==> config.mk <==
export PLATFORM = sky130hd
export DESIGN_NAME = controle_multiciclo
export DESIGN_NICKNAME = d
export VERILOG_FILES = /design/src/rtl/controle_multiciclo.sv
export SDC_FILE = /design/constraint.sdc
export NUM_CORES = 1
export LEC_CHECK = 0
export CAP_MARGIN = 10
export CORE_ASPECT_RATIO = 0.8
export CORE_MARGIN = 3
export CORE_UTILIZATION = 42
export DETAILED_ROUTE_END_ITERATION = 8
export GPL_ROUTABILITY_DRIVEN = 0
export PLACE_DENSITY = 0.74
export SLEW_MARGIN = 20
export SYNTH_ARGS = -nofsm -noshare
export SYNTH_HDL_FRONTEND = slang
export SYNTH_SLANG_ARGS = --single-unit
==> constraint.sdc <==
create_clock -name clk -period 1.9 [get_ports clk]
set_clock_uncertainty 0.05 [all_clocks]
set_input_delay 0.38 -clock clk [delete_from_list [all_inputs] [get_ports clk]]
set_output_delay 0.38 -clock clk [all_outputs]
set_load 0.02 [all_outputs]
==> src/rtl/controle_multiciclo.sv <==
// controle_multiciclo
// Multicycle control FSM for the IR/PC/register-bank/ULA datapath.
// Sequence: BUSCA (fetch, stalls on mem_pronto) -> DECOD -> class-specific
// execute -> optional ESCRITA -> BUSCA. Halt traps in PARADO until reset;
// illegal opcodes set a sticky flag and retire as NOPs.
//
// Ports:
//   clk, reset_n      clock (rising edge) and synchronous active-low reset
//   opcode            IR opcode field (sampled in DECOD only)
//   mem_pronto        instruction memory data valid
//   mem_le            instruction memory read request
//   EscIR, EscCP      IR write / PC unconditional write
//   EscCondCP         PC conditional write (gated by ULA zero in datapath)
//   EscReg            register bank write
//   ULA_A, ULA_B      ULA operand selects
//   ULA_OP            ULA operation
//   FonteCP           PC source select
//   flagimm           immediate select for ULA_B=00
//   op_invalido       sticky illegal-opcode flag
//   parado            core halted
//   instr_ret         retired-instruction counter (wraps)
module controle_multiciclo #(
    parameter int OPCODE_W = 4,
    parameter int ULA_OP_W = 4,
    parameter int ULA_SOMA = 0,
    parameter int OP_JUMP  = 11,
    parameter int OP_BEQ   = 12,
    parameter int OP_HALT  = 15,
    parameter int CONT_W   = 16
) (
    input  logic                clk,
    input  logic                reset_n,
    input  logic [OPCODE_W-1:0] opcode,
    input  logic                mem_pronto,
    output logic                mem_le,
    output logic                EscIR,
    output logic                EscCP,
    output logic                EscCondCP,
    output logic                EscReg,
    output logic                ULA_A,
    output logic [1:0]          ULA_B,
    output logic [ULA_OP_W-1:0] ULA_OP,
    output logic [1:0]          FonteCP,
    output logic                flagimm,
    output logic                op_invalido,
    output logic                parado,
    output logic [CONT_W-1:0]   instr_ret
);

    typedef enum logic [3:0] {
        BUSCA, DECOD, EXEC_R, EXEC_I, ESCRITA, DESVIO, BEQ, INVALIDO, PARADO
    } estado_t;

    localparam logic [ULA_OP_W-1:0] SOMA = ULA_OP_W'(ULA_SOMA);

    estado_t               estado_reg, estado_next;
    logic [OPCODE_W-1:0]   op_reg;
    logic [ULA_OP_W-1:0]   op_ula;
    logic                  op_invalido_reg;
    logic [CONT_W-1:0]     instr_ret_reg;

    // op_reg zero-extended or truncated onto the ULA operation width
    generate
        if (ULA_OP_W > OPCODE_W) begin : g_ext
            assign op_ula = {{(ULA_OP_W-OPCODE_W){1'b0}}, op_reg};
        end else begin : g_trunc
            assign op_ula = op_reg[ULA_OP_W-1:0];
        end
    endgenerate

    function automatic estado_t decodifica(input logic [OPCODE_W-1:0] op);
        logic [31:0] v;
        v = 32'(op);
        if (v > 32'd15)                 return INVALIDO;
        if (v == 32'(OP_JUMP))          return DESVIO;
        if (v == 32'(OP_BEQ))           return BEQ;
        if (v == 32'(OP_HALT))          return PARADO;
        case (v)
            32'd0, 32'd1, 32'd3, 32'd4, 32'd5:             return EXEC_R;
            32'd2, 32'd6, 32'd7, 32'd8, 32'd9, 32'd10:     return EXEC_I;
            default:                                        return INVALIDO;
        endcase
    endfunction

    // ESCRITA has no memory of which EXEC it came from, so the immediate
    // select is re-derived from the latched opcode.
    function automatic logic eh_imediato(input logic [OPCODE_W-1:0] op);
        return decodifica(op) == EXEC_I;
    endfunction

    always_ff @(posedge clk) begin
        if (!reset_n) begin
            estado_reg      <= BUSCA;
            op_reg          <= '0;
            op_invalido_reg <= 1'b0;
            instr_ret_reg   <= '0;
        end else begin
            estado_reg <= estado_next;
            if (estado_reg == DECOD)
                op_reg <= opcode;
            if (estado_reg == INVALIDO)
                op_invalido_reg <= 1'b1;
            // these states always return to BUSCA, retiring the instruction
            if (estado_reg == ESCRITA || estado_reg == DESVIO ||
                estado_reg == BEQ     || estado_reg == INVALIDO)
                instr_ret_reg <= instr_ret_reg + 1'b1;
        end
    end

    assign op_invalido = op_invalido_reg;
    assign instr_ret   = instr_ret_reg;

    always_comb begin
        estado_next = BUSCA;
        case (estado_reg)
            BUSCA:    estado_next = mem_pronto ? DECOD : BUSCA;
            DECOD:    estado_next = decodifica(opcode);
            EXEC_R,
            EXEC_I:   estado_next = ESCRITA;
            PARADO:   estado_next = PARADO;
            default:  estado_next = BUSCA;
        endcase
    end

    always_comb begin
        mem_le    = 1'b0;
        EscIR     = 1'b0;
        EscCP     = 1'b0;
        EscCondCP = 1'b0;
        EscReg    = 1'b0;
        ULA_A     = 1'b0;
        ULA_B     = 2'b00;
        ULA_OP    = SOMA;
        FonteCP   = 2'b00;
        flagimm   = 1'b0;
        parado    = 1'b0;
        case (estado_reg)
            BUSCA: begin
                mem_le = 1'b1;
                ULA_B  = 2'b01;
                EscIR  = mem_pronto;
                EscCP  = mem_pronto;
            end
            DECOD: begin
                // PC + offset precomputed into ULA_SAIDA for a possible BEQ
                ULA_B = 2'b10;
            end
            EXEC_R, EXEC_I, ESCRITA: begin
                ULA_A   = 1'b1;
                ULA_OP  = op_ula;
                flagimm = eh_imediato(op_reg);
                EscReg  = (estado_reg == ESCRITA);
            end
            DESVIO: begin
                EscCP   = 1'b1;
                FonteCP = 2'b10;
                ULA_B   = 2'b10;
            end
            BEQ: begin
                ULA_A     = 1'b1;
                ULA_OP    = op_ula;
                EscCondCP = 1'b1;
                FonteCP   = 2'b01;
            end
            PARADO: begin
                parado = 1'b1;
            end
            default: begin
            end
        endcase
    end

endmodule

==> results.yml, run 1 <==
routing:
  first_pass_iters: 4
  drt_iter0_drc: 53
  ant_nets: 0
  num_vias: 1321
  avgRoutedWirePerCell_um: 14.30
  wl_mm: 3.590
  viasPerCell: 5.263
  drc: 0
final_layout:
  largest_reg_flops: 16
  design_area_um2: 1942
  syn2layout_area_growth_pct: 44.24
  nNetsFinal: 222
  n_antenna_cell: 0
  drive_gt1_share_pct: 25.35
hold_path:
  hold_class: "flop to flop"
  holdPathStages: 2
  min_from: "instr_ret[15]$_SDFFE_PN0P_"
  whs_endpoint: "instr_ret[15]$_SDFFE_PN0P_"
synth:
  synth_edf_count: 0
  syn_area_um2: 1346
  synth_ff_type: "dfxtp_1"
  yosysTopAreaCell: "dfxtp_1"
  async_flop_share_pct: 0
  netlist_instances: 159
  ys_types: 36
  ys_seq_area_share_pct: 40.15
  synth-seq-cells: 27
  syn_area_per_cell_um2: 8.467
  synth_fp_nets: 167
  synth_top_area_share_pct: 40.15
  yosys_warnings: 0
  synth_area_leaders: "dfxtp_1, nor2_1, xnor2_1, mux2i_1, nand2_1"
setup_path:
  crit_family: "buffers and inverters"
  required_ns: 1.47
  arrival_ns: 1.43
  worst_path_largest_cell_delay_ns: 0.34
  crit_path_end_kind: "primary output"
  cp-start-kind: "flop"
  critPathMaxFanout: 9
  crit_buf_inv: 2
  crit_path_cell_trace: "buf_4 -> nand2b_4 -> nor3_1 -> clkdlybuf4s15_1"
  reg2reg_to: "instr_ret[14]$_SDFFE_PN0P_"
  cp_slowest_cell: "clkdlybuf4s15_1"
  regToRegSetupSlack_ns: 0.12
  r2r_start: "estado_reg[3]$_SDFF_PN0_"
  r2r_cells: 5
  startpoint: "estado_reg[3]$_SDFF_PN0_"
  path_class: "flop to primary output"
flow_run:
  cap_violations: 0
clock_network:
  postCtsSetupRepairBufs: 0
  clk_pin_slew_ns: 0.09
  cts_hold_buf: 0
  cts_tree: "built"
  numCtsBuffers: 3
  h-tree-depth: 1
  clkLatencyLatePin_ns: 0.28
  clock_sinks: 27
  root_buffer: "clkbuf_8"
  cts_buffer_depth: 2
timing:
  tns_ns: 0
  hold_viol_final: 0
  rsz0062_at_grt: "yes"
  fin_ws_ns: 0.03705
  finalCritPeriodShare_pct: 98.05
  finalSetupViolCount: 0
  layout_min_cycle_time_ns: 1.863
  tightest_slew_ns: 0.4311
  timing.slew.headroom_pct: 71.14
  fmax_ghz: 0.5368
  drv_slew: 0
placement:
  placed_area_um2: 1893
  dpl_worst_slack_ns: -0.3622
  post-dp-hpwl_mm: 2.651
  port-buffer-count: 39
floorplan:
  rows: 17
  die_y_um: 56.64
  core_area_um2: 2914
  start_util_pct: 46.20
  io_pins: 40
  fp.dieArea_um2: 3925
  die_x_um: 69.30
global_routing:
  grt_pass1_wl_mm: 6.030
  grt_pass1_vias: 1324
  antenna_found_initial: 0
  overflow: 0
  grt_max_degree: 23
  grtUsageTotal_pct: 18.84
status:
  status: "complete, no violations"
pwr:
  p_per_area_nw_per_um2: 615.8
  vdd_ir_drop_max_mv: 0.4236
  p_leak_nw: 0.7869
-- worst max path at each step --
stage / end / slack, ns / depth (start not counted)
after floorplan: EscCP / 0.03 / 5
after global placement: EscCP / -0.32 / 4
after detailed placement: EscCP / -0.36 / 4
after CTS: FonteCP[1] / 0.002 / 4
after global routing: EscReg / -0.002 / 4
final: EscReg / 0.04 / 4
-- worst reg2reg max path: stages (launching register included) --
cell	delay (ns)
dfxtp_1	0.32
buf_4	0.18
nand3b_4	0.16
or4_4	0.55
or3_1	0.32
a21oi_1	0.14
-- cells in the final DEF, fill, tap and decap left out, types with 2 or more instances in the layout --
cell              n
a21oi_1           7
a211oi_1          2
xor2_1            3
clkdlybuf4s50_1  23
nand2b_1          4
dfxtp_1          22
clkbuf_8          3
nand4_1           4
xnor2_1           8
nor2_1           20
nand2_1          11
buf_2             8
clkbuf_2          2
o21ai_0           5
nor4_1            5
and3_1            2
or3_1             4
buf_4            20
a31oi_1           3
mux2i_1           5
and2_1            4
nand3_1           5
nor3_1            5
dfxtp_4           3
or2_4             2
dfxtp_2           2
clkdlybuf4s15_1   2
inv_1             7
-- synthesized netlist by cell type, drive strengths merged (2+ instances only) --
cell    count
nor4b       2
nand2      11
nand3       5
nand4       4
a21oi       8
inv         7
and3        2
or3         4
nor4        5
mux2i       5
dfxtp      27
or2         2
clkbuf      4
and2        5
xor2        3
nor3        6
a31oi       3
nor2       20
buf         3
nor3b       2
xnor2       8
nand2b      5
a211oi      2
o21ai       6
-- where the power goes --
group          switching [W]  internal (W)
logic               0.000128      0.000123
registers          0.0000227      0.000583
clock network       0.000185      0.000154
-- routing by layer --
layer  vias to the layer above  GRT usage (%)  share of wire [%]
met2                        32          31.66                 47
li1                        666              -                  -
met1                       618          24.54                 49
met5                         -              0                  0
met4                         0          4.178               0.84
met3                         5          4.472                3.8
-- timing repair --
item | 4_1_cts | 5_1_grt
setup endpoints to repair | 16 | 16
pin swaps | 1 | 0
resized for setup | 54 | 22
-- metrics by stage --
stage                     utilization, %  total power, W  hold slack, ns  instances
after global routing               66.64        0.001268          0.4926        251
final                              66.64        0.001196          0.4291        251
after detailed placement           64.96       0.0008752          0.4217        247
after CTS                          67.28        0.001215          0.4366        251
after floorplan                        -       0.0007514          0.4478        159
after global placement             64.96       0.0008681          0.4053        247
-- layout make-up --
type / instances / area [µm²]
fill: 224 / 972.2
multi-input combinational: 118 / 793.3
sequential: 27 / 554.3
timing repair buffer: 57 / 470.5
tap: 38 / 47.55
clock buffer: 3 / 41.29
inverter: 7 / 26.28
clock inverter: 1 / 8.758
-- cells by family after synthesis --
group / synth area share, %
buffers and inverters: 5.018
multiplexers: 3.718
XOR/XNOR: 7.157
AND/OR/NAND/NOR: 32.25
AO/OA/AOI/OAI: 10.78
adder cells (fa/ha/maj): 0.9292
flip-flops: 40.15
No activity file was read; power rests on OpenSTA's default activity.
==> run 2, diff against run 1 <==
--- a/config.mk
+++ b/config.mk
@@ -5,6 +5,7 @@
 export SDC_FILE = /design/constraint.sdc
 export NUM_CORES = 1
 export LEC_CHECK = 0
+export ABC_CLOCK_PERIOD_IN_PS = 1900
 export CAP_MARGIN = 10
 export CORE_ASPECT_RATIO = 0.8
 export CORE_MARGIN = 3
@@ -12,7 +13,6 @@
 export DETAILED_ROUTE_END_ITERATION = 8
 export GPL_ROUTABILITY_DRIVEN = 0
 export PLACE_DENSITY = 0.74
-export SLEW_MARGIN = 20
 export SYNTH_ARGS = -nofsm -noshare
 export SYNTH_HDL_FRONTEND = slang
 export SYNTH_SLANG_ARGS = --single-unit
==> results of run 2 <==
Same layout as run 1: the final DEF is identical, and so are final timing and power.
